<file path="config.mk">
export PLATFORM = sky130hd
export DESIGN_NAME = robot_drive_ctrl
export DESIGN_NICKNAME = d
export VERILOG_FILES = /design/src/rtl/robot_drive_pkg.sv /design/src/rtl/drive_pwm_ramp.sv /design/src/rtl/robot_drive_ctrl.sv
export SDC_FILE = /design/constraint.sdc
export NUM_CORES = 1
export LEC_CHECK = 0
export ABC_CLOCK_PERIOD_IN_PS = 5300
export CAP_MARGIN = 10
export CORE_ASPECT_RATIO = 0.5
export CORE_MARGIN = 8
export CORE_UTILIZATION = 54
export CTS_CLUSTER_SIZE = 24
export DETAILED_ROUTE_END_ITERATION = 10
export PLACE_DENSITY = 0.72
export SETUP_SLACK_MARGIN = 0.5
export SLEW_MARGIN = 5
export SYNTH_ARGS = -nofsm -noshare
export SYNTH_HDL_FRONTEND = slang
export SYNTH_SLANG_ARGS = --single-unit
</file>
<file path="constraint.sdc">
create_clock -name clk -period 5.3 [get_ports clk]
set_clock_uncertainty 0.15 [all_clocks]
set_input_delay 1.06 -clock clk [delete_from_list [all_inputs] [get_ports clk]]
set_output_delay 1.06 -clock clk [all_outputs]
set_load 0.01 [all_outputs]
</file>
<file path="src/rtl/robot_drive_pkg.sv">
// Shared definitions for the two-motor drive controller.
//   drive_state_e : FSM state codes, also the value presented on state_o
//   dir_e         : H-bridge {in1,in2} codes per motor side
//   cmd_e         : one-hot command pulses collapsed to a single decoded command
//   pins_t        : direction code pair {left, right}
//   prio_cmd      : resolves simultaneous pulses, stop > back > fwd > left > right
//   cmd_state     : state a decoded command steers to
//   pins_of       : direction pins each state drives
package robot_drive_pkg;

  typedef enum logic [2:0] {
    ST_IDLE       = 3'd0,
    ST_FWD        = 3'd1,
    ST_BACK       = 3'd2,
    ST_LEFT       = 3'd3,
    ST_RIGHT      = 3'd4,
    ST_AVOID_BACK = 3'd5,
    ST_AVOID_TURN = 3'd6
  } drive_state_e;

  typedef enum logic [1:0] {
    DIR_COAST = 2'b00,
    DIR_BACK  = 2'b01,
    DIR_FWD   = 2'b10
  } dir_e;

  typedef enum logic [2:0] {
    CMD_NONE, CMD_STOP, CMD_BACK, CMD_FWD, CMD_LEFT, CMD_RIGHT
  } cmd_e;

  typedef struct packed {
    logic [1:0] left;
    logic [1:0] right;
  } pins_t;

  function automatic cmd_e prio_cmd(input logic stop, input logic back, input logic fwd,
                                    input logic left, input logic right);
    if (stop)       prio_cmd = CMD_STOP;
    else if (back)  prio_cmd = CMD_BACK;
    else if (fwd)   prio_cmd = CMD_FWD;
    else if (left)  prio_cmd = CMD_LEFT;
    else if (right) prio_cmd = CMD_RIGHT;
    else            prio_cmd = CMD_NONE;
  endfunction

  function automatic drive_state_e cmd_state(input cmd_e cmd, input drive_state_e cur);
    case (cmd)
      CMD_STOP:  cmd_state = ST_IDLE;
      CMD_BACK:  cmd_state = ST_BACK;
      CMD_FWD:   cmd_state = ST_FWD;
      CMD_LEFT:  cmd_state = ST_LEFT;
      CMD_RIGHT: cmd_state = ST_RIGHT;
      default:   cmd_state = cur;
    endcase
  endfunction

  function automatic pins_t pins_of(input drive_state_e st);
    pins_of.left  = DIR_COAST;
    pins_of.right = DIR_COAST;
    case (st)
      ST_FWD: begin
        pins_of.left  = DIR_FWD;
        pins_of.right = DIR_FWD;
      end
      ST_BACK, ST_AVOID_BACK: begin
        pins_of.left  = DIR_BACK;
        pins_of.right = DIR_BACK;
      end
      ST_LEFT: begin
        pins_of.left  = DIR_BACK;
        pins_of.right = DIR_FWD;
      end
      ST_RIGHT, ST_AVOID_TURN: begin
        pins_of.left  = DIR_FWD;
        pins_of.right = DIR_BACK;
      end
      default: ;
    endcase
  endfunction

endpackage

</file>
<file path="src/rtl/drive_pwm_ramp.sv">
// Duty ramp and PWM generator shared by both motor sides.
//   clk, rst_n  : clock, asynchronous active-low reset
//   target      : duty the ramp walks toward, RAMP_STEP LSBs every RAMP_CYC clocks
//   force_zero  : emergency stop, clears the duty (and the latched PWM duty) next cycle
//   pwm         : registered PWM, high while the period counter is below the latched duty
//   cur_duty    : duty currently applied by the ramp
module drive_pwm_ramp #(
  parameter int PWM_W     = 8,
  parameter int PWM_DIV   = 20,
  parameter int RAMP_CYC  = 50_000,
  parameter int RAMP_STEP = 4
) (
  input  logic             clk,
  input  logic             rst_n,
  input  logic [PWM_W-1:0] target,
  input  logic             force_zero,
  output logic             pwm,
  output logic [PWM_W-1:0] cur_duty
);

  localparam int DIV_W = (PWM_DIV > 1) ? $clog2(PWM_DIV) : 1;
  localparam int RMP_W = (RAMP_CYC > 1) ? $clog2(RAMP_CYC) : 1;

  logic [DIV_W-1:0] div_cnt;
  logic [RMP_W-1:0] ramp_cnt;
  logic [PWM_W-1:0] pwm_cnt;
  logic [PWM_W-1:0] duty_lat;
  logic             pwm_step;
  logic             ramp_tick;
  logic             pwm_wrap;
  logic             pwm_p1;

  // One ramp step toward tgt; the signed difference lets it land exactly on
  // the target instead of overshooting or wrapping through 0 / full scale.
  function automatic logic [PWM_W-1:0] ramp_sat(input logic [PWM_W-1:0] cur,
                                                input logic [PWM_W-1:0] tgt);
    logic signed [PWM_W+1:0] diff;
    logic signed [PWM_W+1:0] step;
    diff = $signed({2'b00, tgt}) - $signed({2'b00, cur});
    step = (PWM_W+2)'(RAMP_STEP);
    if (diff > step)       ramp_sat = cur + PWM_W'(RAMP_STEP);
    else if (diff < -step) ramp_sat = cur - PWM_W'(RAMP_STEP);
    else                   ramp_sat = tgt;
  endfunction

  assign pwm_step  = (div_cnt == DIV_W'(PWM_DIV - 1));
  assign ramp_tick = (ramp_cnt == RMP_W'(RAMP_CYC - 1));
  assign pwm_wrap  = pwm_step && (pwm_cnt == '1);

  // p0: prescalers, ramp and period counter; duty_lat only reloads at wrap so
  // a period never sees two different duties.
  // p1: registered PWM compare
  always_ff @(posedge clk or negedge rst_n) begin
    if (!rst_n) begin
      div_cnt  <= '0;
      ramp_cnt <= '0;
      pwm_cnt  <= '0;
      cur_duty <= '0;
      duty_lat <= '0;
      pwm_p1   <= 1'b0;
    end else begin
      div_cnt  <= pwm_step ? '0 : div_cnt + 1'b1;
      ramp_cnt <= ramp_tick ? '0 : ramp_cnt + 1'b1;
      if (pwm_step) pwm_cnt <= pwm_cnt + 1'b1;
      if (force_zero) begin
        cur_duty <= '0;
        duty_lat <= '0;
        pwm_p1   <= 1'b0;
      end else begin
        if (ramp_tick) cur_duty <= ramp_sat(cur_duty, target);
        if (pwm_wrap)  duty_lat <= cur_duty;
        pwm_p1 <= (pwm_cnt < duty_lat);
      end
    end
  end

  assign pwm = pwm_p1;

endmodule

</file>
<file path="src/rtl/robot_drive_ctrl.sv">
// Drive controller for the two-motor chassis: command FSM, safe direction
// reversal and the autonomous obstacle-avoid sequence.
//   clk, rst_n                         : 50 MHz clock, asynchronous active-low reset
//   cmd_fwd/back/left/right/stop       : one-cycle IR command pulses
//   auto_en                            : level, avoid obstacles autonomously
//   hr_flag / hr_flag_short            : obstacle closer than 25 cm / 10 cm
//   f_in1_l/f_in2_l/f_in1_r/f_in2_r    : H-bridge direction pins
//   f_pwm_l/f_pwm_r                    : motor PWM, same duty both sides
//   move_en                            : registered, applied duty != 0
//   state_o                            : registered FSM state code
module robot_drive_ctrl
  import robot_drive_pkg::*;
#(
  parameter int PWM_W       = 8,
  parameter int PWM_DIV     = 20,
  parameter int RAMP_CYC    = 50_000,
  parameter int RAMP_STEP   = 4,
  parameter int DUTY_CRUISE = 200,
  parameter int DUTY_TURN   = 120,
  parameter int REVERSE_CYC = 25_000_000,
  parameter int TURN_CYC    = 20_000_000
) (
  input  logic       clk,
  input  logic       rst_n,
  input  logic       cmd_fwd,
  input  logic       cmd_back,
  input  logic       cmd_left,
  input  logic       cmd_right,
  input  logic       cmd_stop,
  input  logic       auto_en,
  input  logic       hr_flag,
  input  logic       hr_flag_short,
  output logic       f_in1_l,
  output logic       f_in2_l,
  output logic       f_in1_r,
  output logic       f_in2_r,
  output logic       f_pwm_l,
  output logic       f_pwm_r,
  output logic       move_en,
  output logic [2:0] state_o
);

  localparam int RC_W = (REVERSE_CYC > 1) ? $clog2(REVERSE_CYC) : 1;
  localparam int TC_W = (TURN_CYC > 1) ? $clog2(TURN_CYC) : 1;

  drive_state_e     state, state_nxt;
  cmd_e             cmd;
  pins_t            pins, pins_want;
  logic             pending;
  logic             force_zero;
  logic [RC_W-1:0]  rev_cnt;
  logic [TC_W-1:0]  turn_cnt;
  logic [PWM_W-1:0] target;
  logic [PWM_W-1:0] cur_duty;
  logic             pwm;
  logic             move_en_q;

  assign cmd        = prio_cmd(cmd_stop, cmd_back, cmd_fwd, cmd_left, cmd_right);
  assign pins_want  = pins_of(state);
  // A direction change waits here until the motors have ramped to zero.
  assign pending    = (pins != pins_want);
  assign force_zero = (state == ST_FWD) && hr_flag_short;

  always_comb begin
    state_nxt = state;
    if (cmd == CMD_STOP) begin
      state_nxt = ST_IDLE;
    end else begin
      case (state)
        ST_FWD: begin
          if (hr_flag_short)        state_nxt = auto_en ? ST_AVOID_BACK : ST_IDLE;
          else if (cmd != CMD_NONE) state_nxt = cmd_state(cmd, state);
        end
        ST_AVOID_BACK: if (rev_cnt == RC_W'(REVERSE_CYC - 1)) state_nxt = ST_AVOID_TURN;
        ST_AVOID_TURN: if (turn_cnt == TC_W'(TURN_CYC - 1))   state_nxt = ST_FWD;
        default:       if (cmd != CMD_NONE) state_nxt = cmd_state(cmd, state);
      endcase
    end
  end

  always_comb begin
    target = '0;
    if (!pending) begin
      case (state)
        ST_FWD:  target = hr_flag ? PWM_W'(DUTY_CRUISE >> 1) : PWM_W'(DUTY_CRUISE);
        ST_BACK: target = PWM_W'(DUTY_CRUISE);
        ST_LEFT, ST_RIGHT, ST_AVOID_BACK, ST_AVOID_TURN: target = PWM_W'(DUTY_TURN);
        default: target = '0;
      endcase
    end
  end

  always_ff @(posedge clk or negedge rst_n) begin
    if (!rst_n) begin
      state     <= ST_IDLE;
      pins      <= '0;
      rev_cnt   <= '0;
      turn_cnt  <= '0;
      move_en_q <= 1'b0;
    end else begin
      state <= state_nxt;
      if (pending && (cur_duty == '0)) pins <= pins_want;
      // Timers only count while staying in their state, so every entry starts at 0.
      rev_cnt  <= ((state == ST_AVOID_BACK) && (state_nxt == ST_AVOID_BACK)) ? rev_cnt + 1'b1 : '0;
      turn_cnt <= ((state == ST_AVOID_TURN) && (state_nxt == ST_AVOID_TURN)) ? turn_cnt + 1'b1 : '0;
      move_en_q <= (cur_duty != '0);
    end
  end

  drive_pwm_ramp #(
    .PWM_W    (PWM_W),
    .PWM_DIV  (PWM_DIV),
    .RAMP_CYC (RAMP_CYC),
    .RAMP_STEP(RAMP_STEP)
  ) u_pwm_ramp (
    .clk       (clk),
    .rst_n     (rst_n),
    .target    (target),
    .force_zero(force_zero),
    .pwm       (pwm),
    .cur_duty  (cur_duty)
  );

  assign f_in1_l = pins.left[1];
  assign f_in2_l = pins.left[0];
  assign f_in1_r = pins.right[1];
  assign f_in2_r = pins.right[0];
  assign f_pwm_l = pwm;
  assign f_pwm_r = pwm;
  assign move_en = move_en_q;
  assign state_o = state;

endmodule

</file>
Yosys cells after proc, flatten, opt, wreduce, memory -nomap -nowiden
Cells that the tools add are included.
{"block": "totals", "register_bits": 104, "out_inout_bits": 10, "input_bits": 10}
{"block": "op_classes", "n_eq_ne": 19, "addsub": 8, "muxes": 28, "n_reduce_logical": 13, "order_cmp": 3}
{"op": "8-bit two-way mux", "n": 8}
{"op": "25-bit by 1-bit adder with 25-bit output, second input constant", "n": 2}
{"op": "25-bit == test, second input constant", "n": 2}
{"op": "25-bit two-way mux", "n": 2}
{"op": "3-bit two-way mux", "n": 11}
{"op": "8-bit case mux with 3 select lines", "n": 1}
{"op": "3-bit == test, second input constant", "n": 7}
{"op": "16-bit by 1-bit adder with 16-bit output, second input constant", "n": 1}
{"op": "16-bit == test, second input constant", "n": 1}
{"op": "16-bit two-way mux", "n": 1}
{"op": "4-bit case mux with 4 select lines", "n": 1}
{"op": "3-bit by 2-bit == test with 1-bit output, second input constant", "n": 4}
{"op": "3-bit case mux with 4 select lines", "n": 1}
{"op": "10-bit by 4-bit > comparator with 1-bit output, second input constant", "n": 1}
{"op": "10-bit by 3-bit less-than comparator with 1-bit output, second input constant", "n": 1}
{"op": "3-bit case mux with 3 select lines", "n": 1}
{"op": "8-bit by 8-bit subtractor with 9-bit output", "n": 1}
{"op": "8-bit by 1-bit adder with 8-bit output, second input constant", "n": 1}
{"op": "8-bit by 3-bit adder with 8-bit output, second input constant", "n": 1}
{"op": "8-bit == test, second input constant", "n": 1}
{"op": "8-bit logical NOT", "n": 1}
{"op": "8-bit less-than comparator", "n": 1}
{"op": "8-bit nonzero test", "n": 1}
{"op": "8-bit by 3-bit subtractor with 8-bit output, second input constant", "n": 1}
{"op": "other kinds (11)", "n": 18}

Logic depth before layout (Yosys ltp)
Gate-level depths: netlist of run 1.
{"block": "depth", "ltp_word": 14, "depth_mapped": 18}

Cells and area by module
A second synthesis of run 1 with hierarchy kept.
{"block": "unflattened", "cells_unflattened": 652, "hier_area_um2": 6123.4}
{"mod": "robot_drive_ctrl", "area_each_um2": 3245.6, "seq_area_each_um2": 1451.4, "n_inst": 1, "cells_each": 355}
{"mod": "drive_pwm_ramp", "area_each_um2": 2877.8, "seq_area_each_um2": 1151.1, "n_inst": 1, "cells_each": 297}

Least setup slack after synthesis of run 1
OpenSTA, ideal clock, no wires.
{"block": "synth_timing", "kind": "reg-to-reg", "start": "register state[1] (netlist: state_o[1])", "end": "register u_pwm_ramp.cur_duty[5]", "arrival_time_ns": 4.074, "path_stages_with_launch": 17, "slack_ns": 0.999, "required_ns": 5.073, "period_less_slack_ns": 4.301, "path_cell_list": "dfrtp_1 -> or4_4 -> a311oi_4 -> a211oi_4 -> or2_1 -> a31oi_1 -> and2_2 -> ha_1 -> o21a_1 -> o21ai_0 -> nand3_1 -> a2111oi_2 -> nor2_1 -> o21ai_2 -> a21oi_1 -> o221a_1 -> a21oi_1"}
{"block": "synth_between", "elab_chain_len": 11, "elab_cells_between_ends": 22, "classes_between": "add/sub (1); order compare (2); eq/ne (7); mux (7); reduce/logical (5)"}
{"item": "start: declaration", "line_no": "robot_drive_ctrl.sv:46", "source": "drive_state_e state, state_nxt;"}
{"item": "start signal: assignment", "line_no": "robot_drive_ctrl.sv:101", "source": "state <= state_nxt;"}
{"item": "3-bit == test or 3-bit by 2-bit == test with 1-bit output (tied branches)", "line_no": "robot_drive_pkg.sv:60, robot_drive_ctrl.sv:84"}
{"item": "2-bit OR reduction", "line_no": "robot_drive_pkg.sv:60", "source": "case (st)"}
{"item": "4-bit case mux with 4 select lines", "line_no": "robot_drive_pkg.sv:60"}
{"item": "4-bit != test", "line_no": "robot_drive_ctrl.sv:61", "source": "assign pending = (pins != pins_want);"}
{"item": "8-bit two-way mux", "line_no": "robot_drive_ctrl.sv:83", "source": "if (!pending) begin"}
{"item": "8-bit by 8-bit subtractor with 9-bit output", "line_no": "drive_pwm_ramp.sv:39", "source": "diff = $signed({2'b00, tgt}) - $signed({2'b00, cur});"}
{"item": "10-bit by 3-bit less-than comparator with 1-bit output", "line_no": "drive_pwm_ramp.sv:42", "source": "else if (diff < -step) ramp_sat = cur - PWM_W'(RAMP_STEP);"}
{"item": "8-bit two-way mux", "line_no": "drive_pwm_ramp.sv:42"}
{"item": "8-bit two-way mux", "line_no": "drive_pwm_ramp.sv:41", "source": "if (diff > step) ramp_sat = cur + PWM_W'(RAMP_STEP);"}
{"item": "8-bit two-way mux", "line_no": "drive_pwm_ramp.sv:70", "source": "if (ramp_tick) cur_duty <= ramp_sat(cur_duty, target);"}
{"item": "8-bit two-way mux", "line_no": "drive_pwm_ramp.sv:65", "source": "if (force_zero) begin"}
{"item": "end signal: assignment", "line_no": "drive_pwm_ramp.sv:70"}
{"item": "end: declaration", "line_no": "drive_pwm_ramp.sv:18", "source": "output logic [PWM_W-1:0] cur_duty"}
Parallel ways exist; a longest one is shown, timed or not. The select of a mux whose other input is x is not followed.
A chain may end at the register's enable or synchronous reset.

Worst setup path in the final report of run 1
{"block": "layout_timing", "start": "register state[1] (netlist: state_o[1])", "end": "register u_pwm_ramp.cur_duty[3]"}
Same word-level chain as after synthesis.

==> qor.yml, run 1 <==
status: "complete, no violations"
antenna_left: 0
die_height_um: 89.6
worst_pin_slew_ns: 0.935
initial_core_util_pct: 54.3
wl_um: 13000
first_iter_violations: 339
htree_num_levels: 3
path_delay_family: "compound AO/OA/AOI/OAI gates"
setup_viol: 0
die-area_um2: 14600
synthCells: 633
rsz0062_at_grt: "no"
arrival_ns: 4.75
drive_gt1_share_pct: 6.72
synth_seq_cells: 101
areaGrowthSynthToFinish_pct: 12.4
multi_input_area_um2: 3180
relSlewSlack_pct: 37.7
fin_crit_sh_pct: 87.7
p_leak_uw: 0.00263
first_pass_iters: 5
max_cap_violations: 0
ctsRootBufferMaster: "clkbuf_16"
cts_tree: "yes"
whs_ns: 0.303
whs_path_depth: 1
yosys_warnings: 0
regArea_um2: 2530
numCtsBuffers: 9
p_total_uw: 2120
slowest_stage: "or4_4"
coreArea_um2: 10800
nets: 681
critPathKind: "flop to flop"
fmax_mhz: 215
io_pins: 20
die-width_um: 163
ys_seq_area_share_pct: 43.2
min_from: "u_pwm_ramp.ramp_cnt[0]"
holdBufCountCts: 0
critPathLaunchType: "flop"
grt_pass1_wl_um: 22000
dp_slack_ns: 0.357
synth_edf_count: 0
min_period_ns: 4.65
hold_path.class: "flop to flop"
final_hold_viol_count: 0
syn_avg_cell_area_um2: 9.25
num_rows: 27
crit_required_ns: 5.40
power.density_nw_per_um2: 322
r2r_slack_ns: 0.65
worst-path-max-fanout: 13
grt_max_degree: 75
dp_hpwl_um: 9280
cp.depth: 15
via_count: 4721
crit_start: "state_o[1]"
gp_congestion: 0.887
grt_antenna_before_repair: 0
setup_tns_ns: 0
synthArstFlopShare_pct: 100
syn_nets: 664
hold-path-endpoint: "u_pwm_ramp.ramp_cnt[0]"
grt_pass1_vias: 4384
gr-usage-all-layers_pct: 18.8
antenna_cells: 0
clock_latency_ns: 0.34
slowest_delay_ns: 0.57
timing.rr.start: "state_o[1]"
r2r-end: "u_pwm_ramp.cur_duty[3]"
fillers: 888
ir_worst_vdd_mv: 0.194
via_per_inst: 5.90
crit_chain: "or4_4 -> a311oi_4 -> a211oi_4 -> or2_1 -> a31oi_1 -> and2_4 -> ha_1 -> o21a_1 -> o21a_1 -> or3_1 -> a2111o_1 -> nand2_1 -> a21oi_4 -> o311a_1 -> a211oi_2"
reg2reg_depth: 15
clk_pin_slew_ns: 0.07
io_buffer_count: 19
clock_path_buffers: 2
drc: 0
syn_area_um2: 5850
end_kind: "flop"
routedWlPerCell_um: 16.2
drv_slew: 0
critPathBufInv: 0
synth-main-ff-cell: "dfrtp_1"
clkSinkCount: 101
ys_types: 73
grt_overflow: 0
path_common_cell: "o21a_1"
finalWorstSetupSlack_ns: 0.655
worst max path at each step:
stage / slack, ns / to
floorplan: 1.0 / u_pwm_ramp.cur_duty[5]
global placement: 0.59 / u_pwm_ramp.cur_duty[5]
detailed placement: 0.36 / u_pwm_ramp.cur_duty[3]
CTS: 0.51 / u_pwm_ramp.cur_duty[3]
global route: 0.52 / u_pwm_ramp.cur_duty[3]
finish: 0.65 / u_pwm_ramp.cur_duty[3]
cell type report:
cell class / instances / area share [%]
Tap cell: 145 / 2.76
Sequential cell: 101 / 38.4
Clock inverter: 7 / 2.20
Timing Repair Buffer: 25 / 3.54
Multi-Input combinational cell: 490 / 48.4
Clock buffer: 9 / 3.42
Inverter: 23 / 1.31
cells by family (layout without fill, tap and decap cells):
family | count (synthesis) | after routing | share of synthesized area (%)
and+or+nand+nor | 286 | 286 | 24.4
AOI/OAI and AO/OA | 104 | 104 | 12.9
DFF | 101 | 101 | 43.2
xor gates and xnor gates | 69 | 69 | 10.5
buffers and inverters | 42 | 64 | 2.80
adders and majority gates | 21 | 21 | 4.49
muxes | 10 | 10 | 1.73
power by group:
part	leakage (uW)	switching [uW]	total [uW]	internal (uW)
registers	0.00137	32.3	819	786
logic	0.00107	276	487	212
clock network	0.000182	297	811	514
worst reg2reg max path: cells and delay by family (launching register included):
family / cells / cell delay, ns
simple gates: 5 / 1.55
flops: 1 / 0.48
fa+ha+maj: 1 / 0.30
compound gates: 9 / 2.08
cell usage after synthesis, drive strengths merged, types with 4 or more instances:
library cell / number / area (um2)
buf: 5 / 25.0
a21o: 4 / 30.0
a21oi: 18 / 93.8
nand2b: 8 / 50.1
nor2: 100 / 375
nand3: 36 / 180
xnor2: 31 / 272
o21ai: 32 / 175
xor2: 38 / 340
and2: 4 / 26.3
inv: 23 / 86.3
or4: 5 / 41.3
nor2b: 7 / 51.3
nand2: 48 / 180
mux2i: 9 / 90.1
clkbuf: 14 / 52.6
or3: 10 / 62.6
nand4: 18 / 113
a31oi: 9 / 56.3
ha: 21 / 263
nor4b: 4 / 35.0
and3: 15 / 93.8
o21a: 4 / 30.0
dfrtp: 101 / 2530
nor4: 4 / 25.0
a211oi: 7 / 70.1
nor3: 9 / 45.0
layer usage:
layer	vias up	global-route usage (%)	part of all wire, %
met5	-	0	0
met4	0	4.55	0.67
met3	9	4.23	6.0
met2	143	27.6	42
met1	2310	27.5	52
li1	2259	-	-
cells in the final DEF, fill, tap and decap left out, types with 10 or more instances in the layout:
cell	count
a21oi_1	17
and3_1	15
clkdlybuf4s50_1	18
dfrtp_1	100
ha_1	21
inv_1	23
nand2_1	48
nand3_1	36
nand4_1	18
nor2_1	100
o21ai_0	26
or3_1	10
xnor2_1	31
xor2_1	37
flip-flops by register name, indices dropped and copies added, names as in the netlist:
register             count
u_pwm_ramp.ramp_cnt     16
rev_cnt                 25
move_en                  1
u_pwm_ramp.pwm_cnt       8
f_in1_r                  1
f_in2_l                  1
f_in2_r                  1
f_in1_l                  1
turn_cnt                25
u_pwm_ramp.duty_lat      7
u_pwm_ramp.cur_duty      6
u_pwm_ramp.pwm           1
u_pwm_ramp.div_cnt       5
state_o                  3
per-stage QoR:
step	cell area (um2)	cells	utilization, %
3_5_place_dp	6160	780	57.2
5_1_grt	6580	800	61.1
2_1_floorplan	5850	633	-
4_1_cts	6540	796	60.7
3_3_place_gp	6160	780	57.2
6_report	6580	800	61.1
timing repair:
item                                    CTS  global route
setup buffers                             0             4
endpoints found under the setup margin    6             6
gates resized for setup                   2             4
pin swaps                                 0             1
(Power assumes the default switching activity.)
==> inputs of run 2 (changes only) <==
- ABC_CLOCK_PERIOD_IN_PS: 5300 -> 5450
- CORE_UTILIZATION: 54 -> 25
- PLACE_DENSITY: 0.72 -> default
- clock period: 5.3 -> 5.45 ns (I/O delays scaled with it)
==> qor.yml, run 2 (synthesis results as in run 1) <==
setup_tns_ns: 0  # unchanged
final_cell_area_um2: 6660  # +1.2%
worst-path-max-fanout: 11  # -2
critPathBufInv: 0  # unchanged
hold_path.class: "flop to flop"
io_buffer_count: 19  # unchanged
rsz0062_at_grt: "no"
ctsRootBufferMaster: "clkbuf_16"
drc: 0  # unchanged
crit_required_ns: 5.56  # +0.16 ns
areaGrowthSynthToFinish_pct: 13.8
drv_slew: 0  # unchanged
via_count: 4481  # -5.1%
final_cells: 960  # +20%
whs_path_depth: 1  # unchanged
hold-path-endpoint: "u_pwm_ramp.ramp_cnt[0]"
cts_setup_buffers: 0  # unchanged
place_inst: 944  # +21%
antenna_left: 0  # unchanged
r2r_slack_ns: 0.82  # +0.17 ns
grt_overflow: 0  # unchanged
dp_hpwl_um: 8560  # -7.8%
mostFrequentLayoutCell: "dfrtp_1"
fillers: 2357  # +170%
die-area_um2: 28900  # +97%
coreArea_um2: 22900  # +110%
die_height_um: 124  # +39%
cts_tree: "yes"
path_common_cell: "o21a_1"
r2r-end: "u_pwm_ramp.cur_duty[3]"
first_pass_iters: 6  # +1
final_hold_viol_count: 0  # unchanged
via_per_inst: 4.67  # -21%
grt_pass1_wl_um: 21300  # -3.4%
clock_latency_ns: 0.35  # about the same
numCtsBuffers: 9  # unchanged
io_pins: 20  # unchanged
regArea_um2: 2530  # about the same
slowest_stage: "or4_4"
fin_crit_sh_pct: 84.9  # -2.7 points
relSlewSlack_pct: 42.3  # +4.7 points
gp_congestion: 0.795  # -10%
whs_ns: 0.307  # +0.00388 ns
arrival_ns: 4.74  # about the same
grt_antenna_before_repair: 0  # unchanged
end_kind: "flop"
max_cap_violations: 0  # unchanged
layout_common_cells: "dfrtp_1 (101), nor2_1 (100), nand2_1 (48)"
p_leak_uw: 0.00257  # -2.2%
holdBufCountCts: 0  # unchanged
min_from: "u_pwm_ramp.ramp_cnt[0]"
initial_core_util_pct: 25.6  # -29 points
wl_um: 12100  # -7.0%
min_period_ns: 4.63  # -0.0170 ns
grt_max_degree: 64  # -15%
power.density_nw_per_um2: 277  # -14%
gr-usage-all-layers_pct: 8.55  # -10 points
routedWlPerCell_um: 12.6  # -22%
clkSinkCount: 101  # unchanged
multi_input_area_um2: 3160  # -0.63%
fmax_mhz: 216  # +0.37%
crit_chain: "or4_4 -> a311oi_4 -> a211oi_4 -> or2_1 -> a31oi_1 -> and2_2 -> ha_1 -> o21a_1 -> o21a_1 -> or4_1 -> a2bb2o_2 -> o221a_4 -> a21oi_2 -> o211ai_1 -> o311a_1 -> a211oi_2"
clock_path_buffers: 2  # unchanged
drive_gt1_share_pct: 6.13  # -0.59 points
clk_pin_slew_ns: 0.07  # about the same
die-width_um: 232  # +42%
reg2reg_depth: 16  # +1
place_area_um2: 6380  # +3.5%
num_rows: 39  # +44%
first_iter_violations: 247  # -27%
critPathLaunchType: "flop"
worst_pin_slew_ns: 0.865  # -0.0698 ns
critPathKind: "flop to flop"
postCtsResizedCells: 0  # -2
grt_pass1_vias: 4484  # +2.3%
slowest_delay_ns: 0.57  # about the same
path_delay_family: "compound AO/OA/AOI/OAI gates"
setup_viol: 0  # unchanged
status: "complete, no violations"
htree_num_levels: 3  # unchanged
nets: 679  # -0.29%
timing.rr.start: "state_o[2]"
antenna_cells: 0  # unchanged
ir_worst_vdd_mv: 0.164  # -15%
reg.largest.list: "rev_cnt: 25 flops, turn_cnt: 25 flops, u_pwm_ramp.ramp_cnt: 16 flops"
run 2: changes by cell type in the layout (fill, tap and decap cells not counted):
cell and delta:
bufinv_16 -4, clkinv_4 +3, buf_4 -2, a21oi_2 +1, a21oi_4 -1, and2_2 +1
and2_4 -1, clkinvlp_4 +1, dfrtp_1 +1, dfrtp_2 -1, o21ai_1 +1, o21ai_4 -1
run 2: power breakdown:
group	switching, uW	total (uW)	internal, uW
clock	300	616	316
combinational	245	435	190
sequential	28.9	793	764
run 2: how the worst max path moves through the flow:
stage / start / endpoint / slack [ns] / depth (start not counted)
3_3_place_gp: state_o[2] / u_pwm_ramp.cur_duty[5] / 0.84 / 16
2_1_floorplan: state_o[1] / u_pwm_ramp.cur_duty[5] / 1.15 / 16
5_1_grt: state_o[2] / u_pwm_ramp.cur_duty[5] / 0.51 / 16
6_report: state_o[2] / u_pwm_ramp.cur_duty[3] / 0.82 / 16
3_5_place_dp: state_o[2] / u_pwm_ramp.cur_duty[5] / 0.71 / 16
4_1_cts: state_o[2] / u_pwm_ramp.cur_duty[5] / 0.69 / 16
run 2: metrics by stage:
stage | setup slack (ns) | util [%] | power [uW]
6_report | 0.822 | 29.1 | 1840
5_1_grt | 0.514 | 29.1 | 1940
4_1_cts | 0.686 | 29.1 | 1860
3_5_place_dp | 0.711 | 27.9 | 1240
3_3_place_gp | 0.843 | 27.9 | 1240
2_1_floorplan | 1.15 | - | 1110
run 2: metal layers:
| layer | share of wire [%] | vias to the layer above | track usage [%] |
|---|---|---|---|
| met1 | 47 | 2169 | 10.6 |
| met5 | 0 | - | 0 |
| met4 | 1.8 | 0 | 3.06 |
| met3 | 2.4 | 19 | 1.68 |
| li1 | - | 2244 | - |
| met2 | 49 | 49 | 14.6 |
run 2: cell type report:
class	count	area share (%)
multi-input cells	490	47.5
inverters	23	1.30
clock inverters	7	0.883
flip-flops and latches	101	37.9
well taps	307	5.77
repair buffers	23	3.27
clock buffers	9	3.38
==> inputs of run 3 (changes only) <==
- ABC_CLOCK_PERIOD_IN_PS: 5450 -> 4500
- clock period: 5.45 -> 4.5 ns (I/O delays scaled with it)
==> qor.yml, run 3 (synthesis results as in run 1) <==
gr-usage-all-layers_pct: 8.65  # +0.11 points
hold_path.class: "flop to flop"
r2r_slack_ns: 0.37  # -0.45 ns
drc: 0  # unchanged
busiest_layer: "met2"
power.density_nw_per_um2: 353  # +27%
p_leak_uw: 0.00269  # +4.5%
die-area_um2: 28900  # unchanged
arrival_ns: 4.20  # -0.54 ns
drive_gt1_share_pct: 12.1  # +5.9 points
p_total_uw: 2470  # +34%
htree_num_levels: 3  # unchanged
fin_crit_sh_pct: 91.8  # +6.9 points
first_iter_violations: 263  # +6.5%
dp_hpwl_um: 8770  # +2.4%
clock_path_buffers: 2  # unchanged
min_period_ns: 4.13  # -0.496 ns
ir_worst_vdd_mv: 0.203  # +24%
areaGrowthSynthToFinish_pct: 19.7
worst_pin_slew_ns: 0.881  # +0.0166 ns
antenna_cells: 0  # unchanged
hold-path-endpoint: "u_pwm_ramp.ramp_cnt[0]"
crit_required_ns: 4.56  # -1.00 ns
initial_core_util_pct: 25.6  # unchanged
rsz0062_at_grt: "yes"
antenna_left: 0  # unchanged
io_pins: 20  # unchanged
p_clk_share_pct: 31.5  # -1.9 points
final_hold_viol_count: 0  # unchanged
net-switching-power_uw: 787  # +37%
coreArea_um2: 22900  # unchanged
end_kind: "flop"
num_rows: 39  # unchanged
cts_tree: "yes"
grt_pass1_wl_um: 21300  # +0.30%
grt_max_degree: 42  # -34%
grt_pass1_vias: 4554  # +1.6%
io_buffer_count: 19  # unchanged
worst-path-max-fanout: 5  # -6
clkSinkCount: 101  # unchanged
met1_usage_pct: 10.7  # +0.18 points
fillers: 2341  # -0.68%
clk_pin_slew_ns: 0.08  # about the same
layout_common_cells: "nor2_1 (98), dfrtp_1 (98), nand2_1 (47)"
critPathLaunchType: "flop"
drv_slew: 0  # unchanged
routedWlPerCell_um: 12.7  # +1.1%
max_cap_violations: 0  # unchanged
die_height_um: 124  # unchanged
fmax_mhz: 242  # +12%
grt_overflow: 0  # unchanged
whs_path_depth: 1  # unchanged
switching_share_pct: 31.8  # +0.73 points
setup_tns_ns: 0  # unchanged
relSlewSlack_pct: 41.2  # -1.1 points
reg.largest.list: "rev_cnt: 25 flops, turn_cnt: 25 flops, u_pwm_ramp.ramp_cnt: 16 flops"
power_frac_seq_pct: 38.7  # -4.3 points
setup_viol: 0  # unchanged
min_from: "u_pwm_ramp.ramp_cnt[0]"
gp_congestion: 0.785  # -1.3%
p_int_uw: 1680  # +33%
first_pass_iters: 4  # -2
status: "complete, no violations"
comb_power_share_pct: 29.8  # +6.2 points
r2r-end: "u_pwm_ramp.cur_duty[3]"
via_count: 4615  # +3.0%
numCtsBuffers: 9  # unchanged
met2_usage_pct: 14.9  # +0.33 points
critPathKind: "flop to flop"
via_per_inst: 4.71  # +0.99%
reg2reg_depth: 16  # unchanged
wl_um: 12400  # +3.1%
clock_latency_ns: 0.35  # about the same
grt_antenna_before_repair: 0  # unchanged
die-width_um: 232  # unchanged
use_met3_pct: 1.96  # +0.27 points
ctsRootBufferMaster: "clkbuf_16"
timing.rr.start: "state_o[1]"
nets: 698  # +2.8%
run 3: metrics by stage:
stage / hold slack (ns) / setup WS, ns / instance area, um2 / std cells / util (%)
CTS: 0.310 / 0.373 / 6840 / 973 / 29.9
finish: 0.304 / 0.367 / 7010 / 979 / 30.6
global route: 0.332 / 0.218 / 7010 / 979 / 30.6
detailed placement: 0.300 / 0.0955 / 6450 / 949 / 28.2
global placement: 0.289 / 0.223 / 6450 / 949 / 28.2
floorplan: 0.275 / 0.463 / 5890 / 633 / -
run 3: area by class of cell:
class | instances | area [um2] | share of cell area, %
Clock buffer | 10 | 239 | 3.41
Clock inverter | 6 | 62.6 | 0.893
Inverter | 23 | 86.3 | 1.23
Multi-Input combinational cell | 492 | 3350 | 47.9
Sequential cell | 101 | 2530 | 36.1
Tap cell | 307 | 384 | 5.48
Timing Repair Buffer | 40 | 349 | 4.98
run 3: worst max-delay path, cell delays in order, from the launching register on:
cell	delay [ns]
dfrtp_2	0.42
or4_4	0.53
a311oi_4	0.30
a211oi_4	0.07
or2_4	0.26
a31oi_4	0.14
and2_4	0.18
ha_4	0.21
o21a_4	0.13
o21a_1	0.20
or3_1	0.35
a2111o_1	0.39
nand2_2	0.13
a21oi_4	0.10
o211ai_1	0.20
o311a_1	0.21
a211oi_2	0.04
run 3: what timing repair did:
item	in CTS	in global routing
pin swaps	2	11
hold buffers	0	0
gates cloned	1	1
resized for setup	8	25
endpoints found under the setup margin	6	6
buffers inserted	7	5
run 3: worst max path at each step:
stage | slack [ns] | end | startpoint | depth (start not counted)
global placement | 0.22 | u_pwm_ramp.cur_duty[3] | f_in2_r | 16
CTS | 0.37 | u_pwm_ramp.cur_duty[3] | state_o[1] | 16
finish | 0.37 | u_pwm_ramp.cur_duty[3] | state_o[1] | 16
detailed placement | 0.1 | u_pwm_ramp.cur_duty[5] | f_in2_r | 16
floorplan | 0.46 | u_pwm_ramp.cur_duty[3] | state_o[2] | 16
global route | 0.22 | u_pwm_ramp.cur_duty[3] | state_o[1] | 16
run 3: routing by layer:
layer	share of wire, %	routed length, um
met1	46	5750
met2	51	6300
met3	2.2	272
met4	0.95	118
met5	0	0
run 3: power groups by stage:
stage	Combinational, uW	Clock, uW	Sequential, uW
floorplan	392	0	978
global placement	559	0	972
detailed placement	568	0	975
CTS	641	811	955
global route	789	847	959
finish	737	779	955
